**src/rtl/gat_pkg.sv**
```systemverilog
// Shared definitions for the GAT attention datapath: default sizes and packer states.
package gat_pkg;

    localparam int unsigned GAT_DATA_WIDTH   = 8;
    localparam int unsigned GAT_NUM_OF_NODES = 5;

    typedef enum logic {
        Collect = 1'b0,
        Send    = 1'b1
    } pack_state_e;

endpackage

```
**src/rtl/coef_packer.sv**
```systemverilog
// Packs a serial stream of signed attention coefficients into one flat vector for softmax,
// first neighbour in the MSB slice, unused slots filled with PAD_VALUE.
module coef_packer
    import gat_pkg::*;
#(
    parameter int unsigned DATA_WIDTH   = GAT_DATA_WIDTH,
    parameter int unsigned NUM_OF_NODES = GAT_NUM_OF_NODES,
    parameter logic [DATA_WIDTH-1:0] PAD_VALUE = {1'b1, {(DATA_WIDTH-1){1'b0}}},
    localparam int unsigned DATA_WIDTH_FLAT = NUM_OF_NODES * DATA_WIDTH,
    localparam int unsigned CNT_WIDTH       = $clog2(NUM_OF_NODES + 1)
) (
    input  logic                       clk,
    input  logic                       rst_n,
    input  logic                       coef_valid_i,
    output logic                       coef_ready_o,
    input  logic [DATA_WIDTH-1:0]      coef_data_i,
    input  logic                       coef_last_i,
    output logic                       sm_valid_o,
    input  logic                       sm_ready_i,
    output logic [DATA_WIDTH_FLAT-1:0] coef_o,
    output logic [CNT_WIDTH-1:0]       cnt_o
);

    pack_state_e          state_q, state_d;
    logic [CNT_WIDTH-1:0] idx_q, idx_d;
    logic [CNT_WIDTH-1:0] cnt_q, cnt_d;
    logic                 beat_acc;
    logic                 vec_acc;
    logic                 close_pkt;

    // rst_n is active high here; ready is held low while it is asserted.
    assign coef_ready_o = (state_q == Collect) && !rst_n;
    assign sm_valid_o   = (state_q == Send);
    assign beat_acc     = coef_valid_i && coef_ready_o;
    assign vec_acc      = sm_valid_o && sm_ready_i;
    assign close_pkt    = coef_last_i || (idx_q == CNT_WIDTH'(NUM_OF_NODES - 1));
    assign cnt_o        = cnt_q;

    always_ff @(posedge clk) begin
        if (rst_n) begin
            state_q <= Collect;
            idx_q   <= '0;
            cnt_q   <= '0;
        end else begin
            state_q <= state_d;
            idx_q   <= idx_d;
            cnt_q   <= cnt_d;
        end
    end

    always_comb begin
        state_d = state_q;
        idx_d   = idx_q;
        cnt_d   = cnt_q;
        unique case (state_q)
            Collect: begin
                if (beat_acc) begin
                    if (close_pkt) begin
                        state_d = Send;
                        idx_d   = '0;
                        cnt_d   = idx_q + CNT_WIDTH'(1);
                    end else begin
                        idx_d = idx_q + CNT_WIDTH'(1);
                    end
                end
            end
            Send: begin
                if (vec_acc) begin
                    state_d = Collect;
                    idx_d   = '0;
                    cnt_d   = '0;
                end
            end
            default: state_d = Collect;
        endcase
    end

    // Slots start every packet at PAD_VALUE, so closing early needs no explicit fill.
    for (genvar k = 0; k < NUM_OF_NODES; k++) begin : g_slot
        logic [DATA_WIDTH-1:0] slot_q;

        always_ff @(posedge clk) begin
            if (rst_n || vec_acc) begin
                slot_q <= PAD_VALUE;
            end else if (beat_acc && (idx_q == CNT_WIDTH'(k))) begin
                slot_q <= coef_data_i;
            end
        end

        assign coef_o[DATA_WIDTH*(NUM_OF_NODES-k)-1 -: DATA_WIDTH] = slot_q;
    end

endmodule

```
**config.mk**
```make
export PLATFORM = sky130hd
export DESIGN_NAME = coef_packer
export DESIGN_NICKNAME = d
export VERILOG_FILES = /design/src/rtl/gat_pkg.sv /design/src/rtl/coef_packer.sv
export SDC_FILE = /design/constraint.sdc
export NUM_CORES = 1
export LEC_CHECK = 0
export ABC_AREA = 0
export BUFFER_PORTS_ARGS = -buffer_cell sky130_fd_sc_hd__clkbuf_2
export CAP_MARGIN = 5
export CELL_PAD_IN_SITES_DETAIL_PLACEMENT = 2
export CELL_PAD_IN_SITES_GLOBAL_PLACEMENT = 2
export CORE_ASPECT_RATIO = 1.4
export CORE_MARGIN = 2
export CORE_UTILIZATION = 30
export DETAILED_ROUTE_END_ITERATION = 8
export PLACE_DENSITY = 0.88
export SLEW_MARGIN = 10
export SYNTH_ARGS = -nofsm -noshare
export SYNTH_HDL_FRONTEND = slang
export SYNTH_SLANG_ARGS = --single-unit
```
**constraint.sdc**
```tcl
create_clock -name clk -period 2.6 [get_ports clk]
set_clock_uncertainty 0.2 [all_clocks]
set_input_delay 0.26 -clock clk [delete_from_list [all_inputs] [get_ports clk]]
set_output_delay 0.26 -clock clk [all_outputs]
set_load 0.1 [all_outputs]
```
==> results of run 1 <==
-- cell families (layout without fill, tap and decap cells) --
logic type | Yosys count | count (layout) | share of synthesized area (%)
AND/OR/NAND/NOR | 93 | 93 | 24.4
AO/OA/AOI/OAI | 56 | 56 | 16.4
flip-flops | 47 | 47 | 50.4
buffers and inverters | 22 | 72 | 4.89
adder cells (fa/ha/maj) | 5 | 5 | 3.35
multiplexers | 1 | 1 | 0.536
-- where the power goes --
part           total [W]  internal [W]  switching (W)  leakage [nW]
logic           0.000217     0.0000374       0.000180         0.498
clock network   0.000408      0.000180       0.000228        0.0371
registers       0.000745      0.000734      0.0000111         0.381
total            0.00137      0.000951       0.000419         0.916
-- stage by stage --
step                      hold WS (ns)  utilization, %  cell area (um^2)  instances
after floorplan                  0.169               -              1870        224
after global placement           0.244            36.1              2210        340
after detailed placement         0.258            36.1              2210        340
after CTS                       0.0713            37.3              2280        346
after global routing             0.102            37.3              2280        346
final                           0.0827            37.3              2280        346
-- layout make-up --
type	count	area (um^2)
inverter	4	15.0
multi-input combinational	155	842
timing repair buffer	62	323
tap	72	90.1
clock buffer	6	72.6
sequential	47	941
fill	739	3840
-- registers in the layout (all words and copies together), names as in the netlist --
register,cells
idx_q,3
cnt_o,3
sm_valid_o,1
g_slot.slot_q,40
-- cell usage after synthesis, drive strengths merged --
cell	n	area share, %
nand3	30	8.0
mux2i	1	0.54
o21ai	37	9.9
nand2b	1	0.34
a21oi	9	2.4
ha	5	3.3
nor3	1	0.27
a21o	2	0.80
nand2	45	9.0
a211oi	3	1.2
clkbuf	11	2.2
o211ai	3	1.2
inv	4	0.80
nor2b	1	0.34
or3b	1	0.47
o31ai	1	0.40
and4bb	1	0.67
nor3b	1	0.67
o41ai	1	0.47
or4	2	0.80
buf	7	1.9
nor4b	1	0.80
nand4b	2	0.94
dfxtp	47	50
nor2	2	0.40
and2	5	1.7
-- worst max-delay path: cells and delay by family (launching register included) --
family	cells	cell delay [ns]
simple gates	2	1.11
flops	1	0.46
compound gates	1	0.15
-- worst max path at each step --
stage | startpoint | endpoint | slack [ns] | depth (start not counted)
floorplan | sm_valid_o | cnt_o[1] | 0.27 | 4
global placement | sm_valid_o | g_slot[2].slot_q[4] | 0.66 | 3
detailed placement | sm_valid_o | g_slot[1].slot_q[3] | 0.56 | 3
CTS | sm_valid_o | g_slot[1].slot_q[3] | 0.54 | 3
global route | sm_valid_o | g_slot[1].slot_q[6] | 0.38 | 3
finish | sm_valid_o | g_slot[1].slot_q[3] | 0.56 | 3
-- per-layer routing --
metal  share of wire (%)  GRT usage, %  routed length (um)  vias up
li1                    -             -                   -      869
met1                  44          21.5                2470      826
met3                 3.6          3.32                 203       11
met2                  50          29.3                2840       43
met5                   0             0                   0        -
met4                 2.1          6.68                 117        0
==> impl_metrics.tcl, run 1 <==
set metrics [dict create \
    core_area_um2 6130 \
    worst-slew-pin-transition_ns 0.756 \
    grt_first_pass_wirelength_mm 9.51 \
    ys_types 28 \
    ir_drop_uv 253 \
    globalRouteTotalUtil_pct 17.3 \
    finalCriticalPeriod_ns 2.04 \
    power_density_over_cell_area_nw_per_um2 600 \
    max_clock_freq_mhz 491 \
    num_antenna_cells 0 \
    detail_route.iter0.violations 75 \
    grt_max_degree 24 \
    flow.area_growth_from_synthesis_pct 22.2 \
    final-max-slew-violation-count 0 \
    clock_net_sink_count 47 \
    first_global_vias 1846 \
    detail_route.first_pass.iterations 4 \
    portion_of_the_clock_cycle_consumed_by_the_worst_path_in_the_final_layout_pct 78.4 \
    worst_hold_path_type "in -> reg" \
    hold_end "g_slot[2].slot_q[1]" \
    synth-warning-count 0 \
    die_height_um 97.4 \
    initial_utilization_pct 30.5 \
    clk_root_buffer_cell "sky130_fd_sc_hd__clkbuf_8" \
    clk_pin_slew_worst_paths_ns 0.08 \
    numCtsBuffers 5 \
    setup-tns-final_ns 0 \
    max_stage_delay_ns 0.73 \
    synth-seq-area-share_pct 50.4 \
    worst_hold_depth 3 \
    vias 1749 \
    setup.worst_path.start_class "register" \
    totalWireLength_mm 5.63 \
    detail_route.vias_per_cell 5.05 \
    die-width_um 70.7 \
    grt_setup_unrepaired "no" \
    postCtsSetupBuffers 0 \
    reg2reg_to "g_slot[1].slot_q[3]" \
    count_of_hold_buffers_inserted_by_post_cts_repair 0 \
    detail_route.wl_per_cell_um 16.3 \
    design.die.area_um2 6880 \
    pre_cts_ws_ns 0.558 \
    drv_cap 0 \
    layout_setup_ws_ns 0.562 \
    antenna_violation_net_count_after_detailed_routing 0 \
    port-buffer-count 57 \
    r2r_start "sm_valid_o" \
    route.detailed.drc 0 \
    crit_path_cell_trace "nor4b_2, and2_1, o21ai_0" \
    fin_nets 293 \
    timing.critical_path.arrival_ns 2.01 \
    ff2ff_path_depth 3 \
    final_cell_mix "sky130_fd_sc_hd__clkbuf_2 (57), sky130_fd_sc_hd__dfxtp_1 (47), sky130_fd_sc_hd__nand2_1 (45)" \
    cts.repair.resized 0 \
    std_cell_rows 34 \
    total_power_w 0.00137 \
    max-clock-path-buffers 2 \
    relSlewSlack_pct 49.4 \
    mostFrequentLayoutCell "sky130_fd_sc_hd__clkbuf_2" \
    required_ns 2.57 \
    antenna_found_initial 0 \
    status "finished, final reports clean" \
    ys_ff_latch 47 \
    final_layout_size_suffix_gt1_share_pct 26.3 \
    setup.worst_path.end_class "register" \
    gpl.final_weighted_congestion 0.802 \
    worstSetupPathType "reg -> reg" \
    place_hpwl_mm 4.32 \
    cts_tree "yes" \
    io_pins 58 \
    hold_path_startpoint "coef_data_i[1]" \
    h-tree-depth 2 \
    setup_violations 0 \
    synth_area_per_cell_um2 8.34 \
    synth_cells 224 \
    power.static_leakage_nw 0.916 \
    final_hold_viol_count 0 \
    synth_area_um2 1870 \
    clock_insertion_delay_worst_skew_ns 0.29 \
    timing.reg2reg.setup_slack_ns 0.56 \
    overflow 0 \
    crit_slowest_cell "sky130_fd_sc_hd__nor4b_2" \
    crit_path_max_fanout 14 \
    postSynthNetCount 242 \
]
Power figures use the tool's default switching activity.
==> run 2: changes to the inputs <==
- ABC_AREA: 0 -> 1
- CORE_UTILIZATION: 30 -> 25
- PLACE_DENSITY: 0.88 -> 0.8
- clock period: 2.6 -> 1.8 ns (I/O delays scaled with it)
==> impl_metrics.tcl, run 2 <==
set metrics [dict create \
    status "finished, final reports clean" \
    flow.area_growth_from_synthesis_pct 28.9 \
    synth_top_area_share_pct 51.1 \
    grt_first_pass_wirelength_mm 9.75 \
    overflow 0 \
    fin_nets 309 \
    stdcell_count 389 \
    clk_pin_slew_worst_paths_ns 0.09 \
    final_core_util_pct 32.7 \
    synth_area_leaders "sky130_fd_sc_hd__dfxtp_1 (51%), sky130_fd_sc_hd__nor2_1 (12%), sky130_fd_sc_hd__nand3_1 (7.1%), sky130_fd_sc_hd__o21ai_0 (6.2%), sky130_fd_sc_hd__nand2_1 (5.3%)" \
    yosys.cell_count.top_type "sky130_fd_sc_hd__nor2_1" \
    largest_reg_flops 40 \
    p_seq_share_pct 51.5 \
    synth-warning-count 0 \
    power_density_over_cell_area_nw_per_um2 879 \
    worst-slew-pin-transition_ns 0.551 \
    registers.top_by_ff_count "g_slot.slot_q" \
    port-buffer-count 57 \
    worstSetupPathType "reg -> reg" \
    grt_max_degree 41 \
    portion_of_the_clock_cycle_consumed_by_the_worst_path_in_the_final_layout_pct 89.7 \
    synth_simple_gate_area_share_pct 28.2 \
    worst_hold_depth 3 \
    ys_types 19 \
    io_pins 58 \
    final_cell_mix "sky130_fd_sc_hd__nor2_1 (59), sky130_fd_sc_hd__clkbuf_2 (56), sky130_fd_sc_hd__dfxtp_1 (46)" \
    h-tree-depth 2 \
    layout_setup_ws_ns 0.186 \
    layout.cell_area.non_filler_um2 2380 \
    gpl.final_weighted_congestion 0.796 \
    synth_adder_area_share_pct 3.39 \
    final_layout_size_suffix_gt1_share_pct 28.1 \
    finalCriticalPeriod_ns 1.61 \
    crit_slowest_cell "sky130_fd_sc_hd__dfxtp_1" \
    yosys.area_share.xor_xnor_pct 0 \
    detail_route.wl_per_cell_um 15.0 \
    setup.worst_path.start_class "register" \
    synth-seq-area-share_pct 51.1 \
    relSlewSlack_pct 63.4 \
    setup_violations 0 \
    area_occupied_by_multi_input_gates_um2 837 \
    clk_root_buffer_cell "sky130_fd_sc_hd__clkbuf_8" \
    power_report.internal_total_w 0.00147 \
    synthArstFlopShare_pct 0 \
    totalWireLength_mm 5.85 \
    detail_route.first_pass.iterations 3 \
    final_hold_viol_count 0 \
    first_global_vias 1890 \
    drv_cap 0 \
    seq_area_um2 945 \
    fraction_of_the_mapped_netlist_area_in_compound_gates_pct 12.6 \
    power.static_leakage_nw 1.10 \
    ys_ff_latch 47 \
    ys_dominant_reg_cell "sky130_fd_sc_hd__dfxtp_1" \
    detail_route.vias_per_cell 4.53 \
    cp_common_cell "sky130_fd_sc_hd__inv_1" \
    timing.critical_path.arrival_ns 1.64 \
    clock_net_sink_count 47 \
    cts_tree "yes" \
    antenna_violation_net_count_after_detailed_routing 0 \
    post_synth_edffs 0 \
    postSynthNetCount 249 \
    clock_insertion_delay_worst_skew_ns 0.29 \
    cp_top_family "flip-flops" \
    numCtsBuffers 5 \
    required_ns 1.83 \
    initial_utilization_pct 25.4 \
    switching_power_w 0.000618 \
    muxShareOfSynthArea_pct 0 \
    setup.worst_path.end_class "register" \
    post_synth_most_frequent_cells "sky130_fd_sc_hd__nor2_1 (59), sky130_fd_sc_hd__dfxtp_1 (47), sky130_fd_sc_hd__nand2_1 (26), sky130_fd_sc_hd__nand3_1 (26), sky130_fd_sc_hd__o21ai_0 (23)" \
    worst_hold_path_type "in -> reg" \
    yosysTopAreaCell "sky130_fd_sc_hd__dfxtp_1" \
    mostFrequentLayoutCell "sky130_fd_sc_hd__nor2_1" \
    cp_num_buf_inv 2 \
    vias 1762 \
    std_cell_rows 37 \
    crit_path_max_fanout 5 \
    synth_cells 231 \
    die-width_um 76.6 \
    globalRouteTotalUtil_pct 15.3 \
    place_hpwl_mm 4.45 \
    ir_drop_uv 243 \
    synth_area_um2 1840 \
    final-max-slew-violation-count 0 \
    ff2ff_path_depth 7 \
    grt_setup_unrepaired "no" \
    route.detailed.drc 0 \
    max_stage_delay_ns 0.40 \
    fill_cells 894 \
    antenna_found_initial 0 \
    max_clock_freq_mhz 619 \
    number_of_gates_on_the_worst_path_with_buffers_counted 7 \
    detail_route.iter0.violations 55 \
    synth_top_family_by_area "simple AND/OR/NAND/NOR gates" \
    pre_cts_ws_ns 0.146 \
    design.die.area_um2 8080 \
    power.combinational.fraction_pct 15.3 \
    die_height_um 106 \
    core_area_um2 7270 \
    p_sw_share_pct 29.6 \
    total_power_w 0.00209 \
    synth_area_per_cell_um2 7.98 \
    share_clk_of_total_power_pct 33.2 \
    max-clock-path-buffers 2 \
    crit_path_cell_trace "inv_1, ha_1, nand2_1, nand2_2, inv_1, nand3_1, a21oi_1" \
    placed_cell_area_um2 2260 \
    total_placed_cells_including_tap_cells 380 \
    num_antenna_cells 0 \
]
[run 2: cells by family (layout without fill, tap and decap cells)]
kind of cell / after synthesis / count (layout)
compound gates: 43 / 43
fa+ha+maj: 5 / 5
buf+inv: 19 / 80
flops: 47 / 47
simple gates: 117 / 117
[run 2: final timing paths]
path / start / end / slack (ns)
worst max-delay path: idx_q[0] / idx_q[2] / 0.19
worst min-delay path: coef_data_i[7] / g_slot[0].slot_q[7] / 0.02
worst max register to register: idx_q[0] / idx_q[2] / 0.19
worst min register to register: g_slot[3].slot_q[1] / g_slot[3].slot_q[1] / 0.27
[run 2: routing by layer]
| metal | wire length [um] | global-route usage [%] | vias to the layer above |
|---|---|---|---|
| li1 | - | - | 870 |
| met1 | 2510 | 18.2 | 850 |
| met2 | 3090 | 27.9 | 35 |
| met3 | 200 | 2.83 | 7 |
| met4 | 56 | 4.29 | 0 |
| met5 | 0 | 0 | - |
[run 2: stage by stage]
stage	setup TNS [ns]	hold WS, ns
after floorplan	-4.21	0.106
after global placement	0	0.252
after detailed placement	0	0.261
after CTS	0	0.0259
after global routing	0	0.0549
final	0	0.0244
[run 2: worst min-delay path, delay by kind of cell]
family / cells / cell delay [ns]
buffers and inverters: 1 / 0.16
AND/OR/NAND/NOR: 2 / 0.14
[run 2: cell type report]
type	instances	share of cell area, %
inverter	12	2.00
clock buffer	8	4.21
multi-input combinational	165	35.2
tap	97	5.11
timing repair buffer	60	13.7
sequential	47	39.8
[run 2: power groups by stage]
stage	combinational (W)	clock (W)	sequential [W]
after floorplan	0.0000936	0	0.00124
after global placement	0.000317	0	0.00110
after detailed placement	0.000321	0	0.00110
after CTS	0.000323	0.000716	0.00108
after global routing	0.000341	0.000757	0.00108
final	0.000320	0.000693	0.00107
[run 2: repair_timing]
action | CTS | global route
hold buffers | 1 | 0
endpoints found under the hold margin | 1 | 0
setup buffers | 0 | 0
gates resized for setup | 0 | 2
endpoints found under the setup margin | 0 | 4
==> run 3: changes to the inputs <==
- CTS_BUF_LIST: not set -> sky130_fd_sc_hd__clkbuf_4 sky130_fd_sc_hd__clkbuf_8 sky130_fd_sc_hd__clkbuf_16
==> impl_metrics.tcl, run 3 (synthesis results as in run 2) <==
set metrics [dict create \
    overflow 0 \
    final_layout_size_suffix_gt1_share_pct 28.4 \
    h-tree-depth 2 \
    r2r_start "idx_q[0]" \
    first_global_vias 1888 \
    vias 1762 \
    power_density_over_cell_area_nw_per_um2 884 \
    design.die.area_um2 8080 \
    num_antenna_cells 0 \
    setup_violations 0 \
    worst_setup_path_startpoint "idx_q[0]" \
    clk_pin_slew_worst_paths_ns 0.09 \
    final_cell_mix "sky130_fd_sc_hd__nor2_1 (59), sky130_fd_sc_hd__clkbuf_2 (56), sky130_fd_sc_hd__dfxtp_1 (46)" \
    detail_route.iter0.violations 53 \
    drv_cap 0 \
    setup.worst_path.end_class "register" \
    die-width_um 76.6 \
    timing.critical_path.arrival_ns 1.63 \
    timing.critical_path.to "idx_q[2]" \
    antenna_found_initial 0 \
    worst_hold_path_type "in -> reg" \
    worst-slew-pin-transition_ns 0.551 \
    max_clock_freq_mhz 623 \
    cp_top_family "flip-flops" \
    placed_cell_area_um2 2260 \
    clk_root_buffer_cell "sky130_fd_sc_hd__clkbuf_8" \
    ff2ff_path_depth 7 \
    largest_reg_flops 40 \
    max-clock-path-buffers 2 \
    globalRouteTotalUtil_pct 15.3 \
    portion_of_the_clock_cycle_consumed_by_the_worst_path_in_the_final_layout_pct 89.1 \
    initial_utilization_pct 25.4 \
    worstSetupPathType "reg -> reg" \
    crit_path_max_fanout 5 \
    setup.worst_path.start_class "register" \
    mostFrequentLayoutCell "sky130_fd_sc_hd__nor2_1" \
    io_pins 58 \
    detail_route.wl_per_cell_um 15.1 \
    power.static_leakage_nw 1.11 \
    port-buffer-count 57 \
    place_hpwl_mm 4.45 \
    final-max-slew-violation-count 0 \
    die_height_um 106 \
    route.detailed.drc 0 \
    finalCriticalPeriod_ns 1.60 \
    detail_route.first_pass.iterations 3 \
    clock_net_sink_count 47 \
    final_core_util_pct 32.7 \
    detail_route.vias_per_cell 4.53 \
    core_area_um2 7270 \
    crit_slowest_cell "sky130_fd_sc_hd__dfxtp_1" \
    antenna_violation_net_count_after_detailed_routing 0 \
    grt_first_pass_wirelength_mm 9.76 \
    ir_drop_uv 262 \
    totalWireLength_mm 5.86 \
    cp_common_cell "sky130_fd_sc_hd__inv_1" \
    status "finished, final reports clean" \
    grt_max_degree 41 \
    cp_num_buf_inv 2 \
    cts_tree "yes" \
    layout.cell_area.non_filler_um2 2380 \
    std_cell_rows 37 \
    relSlewSlack_pct 63.4 \
    grt_setup_unrepaired "no" \
    numCtsBuffers 5 \
    crit_path_cell_trace "inv_1, ha_1, nand2_1, nand2_2, inv_1, nand3_1, a21oi_1" \
    reg2reg_to "idx_q[2]" \
    gpl.final_weighted_congestion 0.796 \
    clock_insertion_delay_worst_skew_ns 0.29 \
    max_stage_delay_ns 0.41 \
    flow.area_growth_from_synthesis_pct 29.1 \
    timing.reg2reg.setup_slack_ns 0.20 \
    registers.top_by_ff_count "g_slot.slot_q" \
    final_hold_viol_count 0 \
    required_ns 1.83 \
    fin_nets 309 \
    number_of_gates_on_the_worst_path_with_buffers_counted 7 \
    postCtsSetupBuffers 0 \
]
==> run 3: cell counts in the layout (fill, tap and decap cells not counted) <==
Identical to the previous run, type by type.
==> run 3: report_power, final <==
group          switching [W]  internal (W)  total [W]
combinational       0.000261     0.0000595   0.000320
clock               0.000342      0.000366   0.000708
sequential         0.0000149       0.00106    0.00107
==> run 3: how the worst min path moves through the flow <==
stage,from,depth (start not counted),end
5_1_grt,coef_data_i[7],3,g_slot[0].slot_q[7]
4_1_cts,coef_data_i[7],3,g_slot[0].slot_q[7]
3_5_place_dp,g_slot[3].slot_q[1],2,g_slot[3].slot_q[1]
2_1_floorplan,coef_data_i[7],2,g_slot[0].slot_q[7]
3_3_place_gp,g_slot[3].slot_q[1],2,g_slot[3].slot_q[1]
6_report,coef_data_i[7],3,g_slot[0].slot_q[7]
==> run 3: metal layers <==
layer / track usage, % / part of all wire (%) / vias up
met3: 2.83 / 3.4 / 7
met1: 18.2 / 42 / 850
met4: 4.29 / 0.96 / 0
met5: 0 / 0 / -
met2: 27.9 / 53 / 35
li1: - / - / 870
==> run 3: repair_timing <==
item                                    4_1_cts  5_1_grt
endpoints found under the setup margin        0        4
hold endpoints to repair                      1        0
resized for setup                             0        2
hold buffers                                  1        0
==> run 3: worst reg2reg max path, cell delays in order (launching register included) <==
cell                      delay (ns)
sky130_fd_sc_hd__dfxtp_1        0.41
sky130_fd_sc_hd__inv_1          0.10
sky130_fd_sc_hd__ha_1           0.22
sky130_fd_sc_hd__nand2_1        0.14
sky130_fd_sc_hd__nand2_2        0.11
sky130_fd_sc_hd__inv_1          0.12
sky130_fd_sc_hd__nand3_1        0.10
sky130_fd_sc_hd__a21oi_1        0.14
==> run 3: through the flow <==
step                setup TNS (ns)  std cells  hold WS, ns  total power [W]  setup WS [ns]
floorplan                    -4.21        231        0.106          0.00133         -0.138
global placement                 0        380        0.252          0.00142          0.266
detailed placement               0        380        0.261          0.00142          0.146
CTS                              0        389       0.0259          0.00213          0.119
global route                     0        389       0.0549          0.00219         0.0262
finish                           0        389       0.0243          0.00210          0.196
==> run 3: layout make-up <==
class                      instances  area, um^2
timing repair buffer              60         325
multi-input combinational        165         837
sequential                        47         945
fill                             891        4890
clock buffer                       8         104
inverter                          12        47.5
tap                               97         121
